<file path="config.mk">
export PLATFORM = sky130hd
export DESIGN_NAME = sa_autosa_pdp_wdma_pack
export DESIGN_NICKNAME = d
export VERILOG_FILES = /design/src/rtl/sa_autosa_pdp_wdma_pack.sv
export SDC_FILE = /design/constraint.sdc
export NUM_CORES = 1
export LEC_CHECK = 0
export ABC_CLOCK_PERIOD_IN_PS = 3200
export CORE_AREA = 2 2 190 192
export CTS_CLUSTER_DIAMETER = 40
export DETAILED_ROUTE_END_ITERATION = 16
export DIE_AREA = 0 0 192 194
export DONT_BUFFER_PORTS = 1
export HOLD_SLACK_MARGIN = 0.06
export PLACE_DENSITY = 0.79
export SLEW_MARGIN = 5
export SYNTH_ARGS = -nofsm -noshare
export SYNTH_HDL_FRONTEND = slang
export SYNTH_SLANG_ARGS = --single-unit
</file>
<file path="constraint.sdc">
create_clock -name autosa_core_clk -period 3.2 [get_ports autosa_core_clk]
set_clock_uncertainty 0.2 [all_clocks]
set_input_delay 0.32 -clock autosa_core_clk [delete_from_list [all_inputs] [get_ports autosa_core_clk]]
set_output_delay 0.32 -clock autosa_core_clk [all_outputs]
set_load 0.05 [all_outputs]
</file>
<file path="src/rtl/sa_autosa_pdp_wdma_pack.sv">
// sa_autosa_pdp_wdma_pack: write-side consumer of the PDP output stream.
// Accepts 8-byte pooled atoms, generates surface/line/width ordered byte
// addresses incrementally, buffers {addr, data, last} in a 2-entry skid FIFO
// and raises a one-cycle completion pulse per layer.
// Optional feature: define SA_AUTOSA_PDP_WDMA_PERF_EN to enable the
// back-pressure stall counter on dp2reg_wdma_stall (tied to 0 otherwise).
module sa_autosa_pdp_wdma_pack (
  input  logic        autosa_core_clk,
  input  logic        autosa_core_rstn,
  input  logic        reg2dp_op_en,
  input  logic [12:0] reg2dp_cube_out_width,
  input  logic [12:0] reg2dp_cube_out_height,
  input  logic [12:0] reg2dp_cube_out_channel,
  input  logic [31:0] reg2dp_dst_base_addr,
  input  logic [31:0] reg2dp_dst_line_stride,
  input  logic [31:0] reg2dp_dst_surface_stride,
  input  logic [63:0] pdp_dp2wdma_pd,
  input  logic        pdp_dp2wdma_valid,
  output logic        pdp_dp2wdma_ready,
  output logic        dma_wr_req_valid,
  input  logic        dma_wr_req_ready,
  output logic [31:0] dma_wr_req_addr,
  output logic [63:0] dma_wr_req_data,
  output logic        dma_wr_req_last,
  output logic        dp2reg_done,
  output logic        wdma_busy,
  output logic [31:0] dp2reg_wdma_stall
);

  localparam int unsigned AW = 32;
  localparam int unsigned DW = 64;
  localparam int unsigned CW = 13;
  localparam int unsigned SW = 10;

  typedef enum logic [1:0] {
    S_IDLE  = 2'd0,
    S_RUN   = 2'd1,
    S_DRAIN = 2'd2,
    S_DONE  = 2'd3
  } state_e;

  state_e          state_q, state_d;
  logic [CW-1:0]   w_max_q, w_max_d;
  logic [CW-1:0]   h_max_q, h_max_d;
  logic [SW-1:0]   s_max_q, s_max_d;
  logic [AW-1:0]   line_stride_q, line_stride_d;
  logic [AW-1:0]   surf_stride_q, surf_stride_d;
  logic [CW-1:0]   w_cnt_q, w_cnt_d;
  logic [CW-1:0]   h_cnt_q, h_cnt_d;
  logic [SW-1:0]   s_cnt_q, s_cnt_d;
  logic [AW-1:0]   cur_addr_q, cur_addr_d;
  logic [AW-1:0]   line_addr_q, line_addr_d;
  logic [AW-1:0]   surf_addr_q, surf_addr_d;

  // skid FIFO: entry 0 is always the head
  logic            v0_q, v0_d, v1_q, v1_d;
  logic [AW-1:0]   a0_q, a0_d, a1_q, a1_d;
  logic [DW-1:0]   d0_q, d0_d, d1_q, d1_d;
  logic            l0_q, l0_d, l1_q, l1_d;

  logic            ready_q, ready_d;
  logic            busy_q, busy_d;
  logic            done_q, done_d;

  logic            push_c, pop_c, is_last_c, start_c;
  logic [AW-1:0]   base_c;
  logic            unused_bits_c;

  assign base_c    = {reg2dp_dst_base_addr[AW-1:3], 3'b000};
  assign push_c    = pdp_dp2wdma_valid & ready_q;
  assign pop_c     = v0_q & dma_wr_req_ready;
  assign start_c   = (state_q == S_IDLE) & reg2dp_op_en;
  assign is_last_c = (w_cnt_q == w_max_q) & (h_cnt_q == h_max_q) & (s_cnt_q == s_max_q);

  assign unused_bits_c = ^{reg2dp_cube_out_channel[2:0], reg2dp_dst_base_addr[2:0],
                           reg2dp_dst_line_stride[2:0], reg2dp_dst_surface_stride[2:0]};

  // Next-state: skid FIFO, address walker and control FSM
  always_comb begin
    state_d       = state_q;
    w_max_d       = w_max_q;
    h_max_d       = h_max_q;
    s_max_d       = s_max_q;
    line_stride_d = line_stride_q;
    surf_stride_d = surf_stride_q;
    w_cnt_d       = w_cnt_q;
    h_cnt_d       = h_cnt_q;
    s_cnt_d       = s_cnt_q;
    cur_addr_d    = cur_addr_q;
    line_addr_d   = line_addr_q;
    surf_addr_d   = surf_addr_q;
    v0_d          = v0_q;
    v1_d          = v1_q;
    a0_d          = a0_q;
    a1_d          = a1_q;
    d0_d          = d0_q;
    d1_d          = d1_q;
    l0_d          = l0_q;
    l1_d          = l1_q;
    done_d        = 1'b0;

    // pop shifts the second entry to the head; push fills the first free slot
    if (pop_c) begin
      v0_d = v1_q;
      a0_d = a1_q;
      d0_d = d1_q;
      l0_d = l1_q;
      v1_d = 1'b0;
    end
    if (push_c) begin
      if (!v0_d) begin
        v0_d = 1'b1;
        a0_d = cur_addr_q;
        d0_d = pdp_dp2wdma_pd;
        l0_d = is_last_c;
      end else begin
        v1_d = 1'b1;
        a1_d = cur_addr_q;
        d1_d = pdp_dp2wdma_pd;
        l1_d = is_last_c;
      end
    end

    unique case (state_q)
      S_IDLE: begin
        if (reg2dp_op_en) begin
          w_max_d       = reg2dp_cube_out_width;
          h_max_d       = reg2dp_cube_out_height;
          s_max_d       = reg2dp_cube_out_channel[CW-1:3];
          line_stride_d = {reg2dp_dst_line_stride[AW-1:3], 3'b000};
          surf_stride_d = {reg2dp_dst_surface_stride[AW-1:3], 3'b000};
          w_cnt_d       = '0;
          h_cnt_d       = '0;
          s_cnt_d       = '0;
          cur_addr_d    = base_c;
          line_addr_d   = base_c;
          surf_addr_d   = base_c;
          state_d       = S_RUN;
        end
      end
      S_RUN: begin
        if (push_c) begin
          if (w_cnt_q != w_max_q) begin
            w_cnt_d    = w_cnt_q + CW'(1);
            cur_addr_d = cur_addr_q + AW'(8);
          end else if (h_cnt_q != h_max_q) begin
            w_cnt_d     = '0;
            h_cnt_d     = h_cnt_q + CW'(1);
            line_addr_d = line_addr_q + line_stride_q;
            cur_addr_d  = line_addr_q + line_stride_q;
          end else begin
            w_cnt_d     = '0;
            h_cnt_d     = '0;
            s_cnt_d     = s_cnt_q + SW'(1);
            surf_addr_d = surf_addr_q + surf_stride_q;
            line_addr_d = surf_addr_q + surf_stride_q;
            cur_addr_d  = surf_addr_q + surf_stride_q;
          end
          if (is_last_c) begin
            state_d = S_DRAIN;
          end
        end
      end
      S_DRAIN: begin
        if (!v0_d) begin
          state_d = S_DONE;
        end
      end
      S_DONE: begin
        done_d  = 1'b1;
        state_d = S_IDLE;
      end
      default: state_d = S_IDLE;
    endcase

    ready_d = (state_d == S_RUN) & !v1_d;
    busy_d  = (state_d != S_IDLE);
  end

  // State and datapath registers
  always_ff @(posedge autosa_core_clk or negedge autosa_core_rstn) begin
    if (!autosa_core_rstn) begin
      state_q       <= S_IDLE;
      w_max_q       <= '0;
      h_max_q       <= '0;
      s_max_q       <= '0;
      line_stride_q <= '0;
      surf_stride_q <= '0;
      w_cnt_q       <= '0;
      h_cnt_q       <= '0;
      s_cnt_q       <= '0;
      cur_addr_q    <= '0;
      line_addr_q   <= '0;
      surf_addr_q   <= '0;
      v0_q          <= 1'b0;
      v1_q          <= 1'b0;
      a0_q          <= '0;
      a1_q          <= '0;
      d0_q          <= '0;
      d1_q          <= '0;
      l0_q          <= 1'b0;
      l1_q          <= 1'b0;
      ready_q       <= 1'b0;
      busy_q        <= 1'b0;
      done_q        <= 1'b0;
    end else begin
      state_q       <= state_d;
      w_max_q       <= w_max_d;
      h_max_q       <= h_max_d;
      s_max_q       <= s_max_d;
      line_stride_q <= line_stride_d;
      surf_stride_q <= surf_stride_d;
      w_cnt_q       <= w_cnt_d;
      h_cnt_q       <= h_cnt_d;
      s_cnt_q       <= s_cnt_d;
      cur_addr_q    <= cur_addr_d;
      line_addr_q   <= line_addr_d;
      surf_addr_q   <= surf_addr_d;
      v0_q          <= v0_d;
      v1_q          <= v1_d;
      a0_q          <= a0_d;
      a1_q          <= a1_d;
      d0_q          <= d0_d;
      d1_q          <= d1_d;
      l0_q          <= l0_d;
      l1_q          <= l1_d;
      ready_q       <= ready_d;
      busy_q        <= busy_d;
      done_q        <= done_d;
    end
  end

`ifdef SA_AUTOSA_PDP_WDMA_PERF_EN
  logic [31:0] stall_q, stall_d;

  // Saturating count of cycles where the head request is held off
  always_comb begin
    stall_d = stall_q;
    if (start_c) begin
      stall_d = '0;
    end else if (v0_q & !dma_wr_req_ready & (stall_q != 32'hFFFF_FFFF)) begin
      stall_d = stall_q + 32'd1;
    end
  end

  // Stall counter register
  always_ff @(posedge autosa_core_clk or negedge autosa_core_rstn) begin
    if (!autosa_core_rstn) begin
      stall_q <= '0;
    end else begin
      stall_q <= stall_d;
    end
  end

  assign dp2reg_wdma_stall = stall_q;
`else
  logic unused_start_c;
  assign unused_start_c    = start_c;
  assign dp2reg_wdma_stall = '0;
`endif

  assign pdp_dp2wdma_ready = ready_q;
  assign dma_wr_req_valid  = v0_q;
  assign dma_wr_req_addr   = a0_q;
  assign dma_wr_req_data   = d0_q;
  assign dma_wr_req_last   = l0_q;
  assign dp2reg_done       = done_q;
  assign wdma_busy         = busy_q;

endmodule

</file>
# Word-level counts from Yosys, hierarchy flattened
# Cells that the tools add are included.
# totals
ff_bits	427
output_inout_bits	133
word_cells	101
# classes
n_addsub	6
eq_ne	13
n_mux	45
bitwise	5
reduce_logical	9
# ops
cell	n
$mux W32	12
$mux W64	3
$pmux W32 S2	3
$mux W13	6
$add A32 B32 Y32	2
$pmux W13 S2	2
$mux W10	4
$add A32 B4 Y32 const B	1
$add A13 B1 Y13 const B	2
$eq A13 B13 Y1	2
$ne A13 B13 Y1	2
$pmux W10 S2	1
$add A10 B1 Y10 const B	1
$eq A10 B10 Y1	1
$mux W1	9
$mux W2	4
$ne A2 B2 Y1 const B	4
$pmux W2 S4	1
$and A1 B1 Y1	5
$reduce_and A5 Y1	1
$eq A2 B1 Y1 const B	2
$eq A2 B2 Y1 const B	2
$reduce_and A2 Y1	2
$reduce_and A4 Y1	1
4 further kinds	5

# Logic depth before layout (Yosys ltp)
# Gate-level depths: netlist of the first run.
# logic_depth
word_depth	8
depth_mapped	11
mapped_depth_nobuf	11

# Worst setup path before layout of the first run
# No wires, ideal clock.
# synth_timing
kind	register to register
start	register line_stride_q[3]
end	register cur_addr_q[27]
setup_ps	137
t_arrival_ps	2521
path_slack_ps	342
path_stages_with_launch	12
period_less_slack_ps	2858
cell_sequence	dfrtp_1 > ha_1 > fa_1 > a211oi_2 > o21ai_1 > a211oi_1 > o21ai_1 > o221ai_2 > xor2_1 > a21oi_1 > a221oi_1 > a21oi_1
# synth_between
elab_chain_len	5
# synth_lines
element	line	rtl
from (decl)	46	logic [AW-1:0] line_stride_q, line_stride_d;
from (signal assigned)	211	line_stride_q <= line_stride_d;
$add A32 B32 Y32	150	cur_addr_d = line_addr_q + line_stride_q;
$mux W32	146	end else if (h_cnt_q != h_max_q) begin
$mux W32	143	if (w_cnt_q != w_max_q) begin
$mux W32	142	if (push_c) begin
$pmux W32 S2	124	unique case (state_q)
to (signal assigned)	216	cur_addr_q <= cur_addr_d;
to (decl)	51	logic [AW-1:0] cur_addr_q, cur_addr_d;
# No other way between the ends. The select of a mux whose other input is x is not followed.
# A chain may end at the register's enable or synchronous reset.

# Worst setup path in the final report of the first run
# layout_timing
start	register line_stride_q[3]
end	register line_addr_q[11]
# layout_between
elab_chain_len	5
# layout_lines
element	line	rtl
$add A32 B32 Y32	149	line_addr_d = line_addr_q + line_stride_q;
$mux W32	146	
$mux W32	143	
$mux W32	142	
$pmux W32 S2	124	
to (signal assigned)	217	line_addr_q <= line_addr_d;
to (decl)	52	logic [AW-1:0] line_addr_q, line_addr_d;
# No other way between the ends. The select of a mux whose other input is x is not followed.

==> impl_metrics.sql, run 1 <==
INSERT INTO impl_metrics (metric_group, metric, value, unit) VALUES
('outcome', 'result_of_the_run', 'finished with violations', ''),
('outcome', 'violations', 'hold timing', ''),
('sta', 'max_slew_margin', '21.7', '%'),
('cts', 'numCtsBuffers', '54', ''),
('logic_synthesis', 'netlist.top_cell.by_area', 'sky130_fd_sc_hd__dfrtp_1', ''),
('sta', 'least_margin_pin_slew', '1.17', 'ns'),
('placement', 'dpl.hpwl', '42600', 'um'),
('logic_synthesis', 'yosys_most_used_dff', 'sky130_fd_sc_hd__dfrtp_1', ''),
('cts', 'cts_max_path_buffers', '3', ''),
('placement', 'global_placement_routability_congestion', '0.953', ''),
('global_route', 'grt_first_pass_wirelength', '102000', 'um'),
('critical_path', 'worstPathCellList', 'ha_1 > fa_2 > a211oi_2 > buf_4 > o21bai_1 > a21oi_1 > o21bai_1 > a21oi_1 > xnor2_1 > a21boi_0 > o21a_1 > o21ai_0', ''),
('critical_path', 'critical-path-top-delay-family', 'compound AO/OA/AOI/OAI gates', ''),
('sta', 'finalHoldViolCount', '424', ''),
('sta', 'fin_crit_sh', '96.4', '%'),
('logic_synthesis', 'synth_seq_area_share', '47.7', '%'),
('floorplan', 'initial_util', '63.2', '%'),
('floorplan', 'die-width', '192', 'um'),
('route', 'drt-initial-drc-count', '1516', ''),
('power', 'power_frac_clock', '22.6', '%'),
('global_route', 'grt_start_max_net_pins', '425', ''),
('logic_synthesis', 'synth-edff-count', '0', ''),
('power', 'power_share_of_the_combinational_group', '38.1', '%'),
('logic_synthesis', 'post-synth-top-area-fraction', '47.7', '%'),
('floorplan', 'design.die.area', '37200', 'um2'),
('min_path', 'timing.hold.worst.class', 'in2async', ''),
('critical_path', 'worst-setup-path-type', 'reg2reg', ''),
('logic_synthesis', 'cell_area_after_technology_mapping', '22200', 'um2'),
('critical_path', 'crit_required', '3.51', 'ns'),
('placement', 'io_buffers', '0', ''),
('sta', 'number_of_pins_with_negative_max_slew_slack_in_the_final_report', '0', ''),
('logic_synthesis', 'synth.avg_cell_area', '9.39', 'um2'),
('final_layout', 'final_common_cell', 'sky130_fd_sc_hd__nand2_1', ''),
('critical_path', 'r2r_cells', '12', ''),
('floorplan', 'placementRows', '69', ''),
('cts', 'cts_tree', 'done', ''),
('logic_synthesis', 'ys_ff_latch', '424', ''),
('flow_run', 'drv_cap', '0', ''),
('route', 'drt_pre_antenna_iters', '5', ''),
('route', 'post-route-drc-count', '0', ''),
('floorplan', 'num_io_pins', '337', ''),
('logic_synthesis', 'yosys_warnings', '0', ''),
('global_route', 'overflow', '0', ''),
('route', 'drtAntennaViolNets', '0', ''),
('logic_synthesis', 'synthTopCellsByArea', 'sky130_fd_sc_hd__dfrtp_1 48%, sky130_fd_sc_hd__nand2_1 9.1%, sky130_fd_sc_hd__mux2_2 4.9%', ''),
('route', 'vias_per_cell', '6.09', ''),
('power', 'power.leakage', '0.0126', 'uW'),
('sta', 'finalCriticalPeriod', '3.09', 'ns'),
('critical_path', 'worst_path_arrival', '3.39', 'ns'),
('floorplan', 'coreArea', '35200', 'um2'),
('critical_path', 'critPathMaxFanout', '2', ''),
('logic_synthesis', 'post_synth_inst_count', '2368', ''),
('cts', 'clk_root_buffer_cell', 'sky130_fd_sc_hd__clkbuf_16', ''),
('final_layout', 'number_of_nets_in_the_final_layout', '2807', ''),
('placement', 'place_worst_setup_slack', '0.0275', 'ns'),
('sta', 'hold_ws', '-0.779', 'ns'),
('power', 'internal_power', '16000', 'uW'),
('critical_path', 'sort_of_element_at_the_end_of_the_critical_path', 'register', ''),
('power', 'power_per_cell_area', '1080', 'nW/um2'),
('critical_path', 'crit_buf_inv', '1', ''),
('cts', 'cts_max_level', '2', ''),
('cts', 'cts.hold.buffers_added', '189', ''),
('global_route', 'first_global_vias', '18600', ''),
('global_route', 'grt_antenna_before_repair', '4', ''),
('final_layout', 'layout_common_cells', '539 x sky130_fd_sc_hd__nand2_1, 424 x sky130_fd_sc_hd__dfrtp_1, 197 x sky130_fd_sc_hd__o21ai_0, 189 x sky130_fd_sc_hd__dlygate4sd3_1, 136 x sky130_fd_sc_hd__nor2_1', ''),
('sta', 'setup_viol_count_final', '0', ''),
('power', 'sequential_power_share', '39.3', '%'),
('critical_path', 'max_stage_delay', '0.38', 'ns'),
('cts', 'clk_pin_slew', '0.06', 'ns'),
('logic_synthesis', 'synth_cell_type_count', '77', ''),
('placement', 'place_area', '22800', 'um2');
==> path summary, 6_finish.rpt <==
path | startpoint | end | slack (ns)
max in group asynchronous | autosa_core_rstn | line_stride_q[9] | 2.72
min | autosa_core_rstn | dma_wr_req_data[51] | -0.78
min reg2reg | surf_stride_q[23] | surf_stride_q[23] | 0.29
max | line_stride_q[3] | line_addr_q[11] | 0.11
min in group autosa_core_clk | reg2dp_op_en | cur_addr_q[15] | 0.08
max reg2reg | line_stride_q[3] | line_addr_q[11] | 0.11
==> per-stage QoR <==
step	std cells	power [uW]	TNS, ns	utilization [%]	hold WS, ns
detailed placement	2756	21500	0	64.7	-0.168
floorplan	2399	18300	0	-	-0.176
global route	3047	30300	-0.0549	75.8	-0.809
CTS	3043	28300	0	75.6	-0.804
global placement	2756	21000	0	64.7	-0.168
finish	3048	28800	0	75.8	-0.779
==> cell families after synthesis <==
| kind of cell | synth area share [%] |
|---|---|
| flops | 47.7 |
| buf+inv | 3.72 |
| other cells | 0.0169 |
| xor+xnor | 4.49 |
| simple gates | 16.3 |
| compound gates | 14.4 |
| fa+ha+maj | 3.55 |
| mux | 9.82 |
==> worst register-to-register path, cell delays in order, from the launching register on <==
cell,delay (ns)
sky130_fd_sc_hd__dfrtp_1,0.38
sky130_fd_sc_hd__ha_1,0.24
sky130_fd_sc_hd__fa_2,0.37
sky130_fd_sc_hd__a211oi_2,0.31
sky130_fd_sc_hd__buf_4,0.17
sky130_fd_sc_hd__o21bai_1,0.07
sky130_fd_sc_hd__a21oi_1,0.28
sky130_fd_sc_hd__o21bai_1,0.12
sky130_fd_sc_hd__a21oi_1,0.21
sky130_fd_sc_hd__xnor2_1,0.20
sky130_fd_sc_hd__a21boi_0,0.13
sky130_fd_sc_hd__o21a_1,0.19
sky130_fd_sc_hd__o21ai_0,0.15
==> state kept, by name, summed over array words and instances (netlist names), 32 cells and up <==
name,cells
a1_q,32
cur_addr_q,32
d1_q,64
dma_wr_req_addr,32
dma_wr_req_data,64
line_addr_q,32
==> per-layer routing <==
layer	part of all wire, %	track usage, %	vias up
met5	0.020	0	-
met2	46	55.7	821
met4	5.4	18.1	2
li1	-	-	8504
met1	40	44.9	9040
met3	8.7	8.24	191
==> area by class of cell <==
class / count / area, um2 / area share [%]
repair buffers: 247 / 2430 / 9.09
diodes: 4 / 10.0 / 0.0375
inverters: 20 / 75.1 / 0.281
clock inverters: 28 / 442 / 1.65
well taps: 461 / 577 / 2.16
clock buffers: 70 / 1500 / 5.62
flip-flops and latches: 424 / 10600 / 39.7
multi-input cells: 1794 / 11100 / 41.4
==> synth_stat cells (all sizes together), types with 3 or more instances <==
cell    count
o22ai       7
xnor2      51
inv        20
a21o       32
nor2      141
nand3      48
dfrtp     424
o221ai      5
nor2b       7
o21bai      9
a221o       4
nand2     541
xor2       63
and3       25
clkbuf    101
mux2i     109
o21ai     215
nor4        6
nand2b      9
a21boi      5
nor3       23
or3        15
mux2       97
o21a       17
nand4      26
nor3b       3
a221oi      7
a211o       4
o211ai     11
a211oi     15
a21oi     120
buf        60
and2       12
a22oi       3
a31oi      30
o31ai      11
ha         60
==> what timing repair did <==
item                       CTS  global route
buffers inserted             0             1
resized for setup            0            20
setup endpoints to repair    0            21
hold endpoints to repair   735           424
==> power groups by stage <==
stage	sequential, uW	clock [uW]	combinational (uW)
finish	11300	6490	11000
global route	11500	6830	11900
CTS	11200	6550	10500
detailed placement	11300	0	10200
global placement	11100	0	9900
floorplan	10600	0	7690
No activity file was read; power rests on OpenSTA's default activity.
==> run 2: changes to the inputs <==
--- a/config.mk
+++ b/config.mk
@@ -13,7 +13,6 @@
 export DONT_BUFFER_PORTS = 1
 export HOLD_SLACK_MARGIN = 0.06
 export PLACE_DENSITY = 0.79
-export SLEW_MARGIN = 5
 export SYNTH_ARGS = -nofsm -noshare
 export SYNTH_HDL_FRONTEND = slang
 export SYNTH_SLANG_ARGS = --single-unit
==> results of run 2 <==
Same layout as run 1: the final DEF is identical, and so are final timing and power.
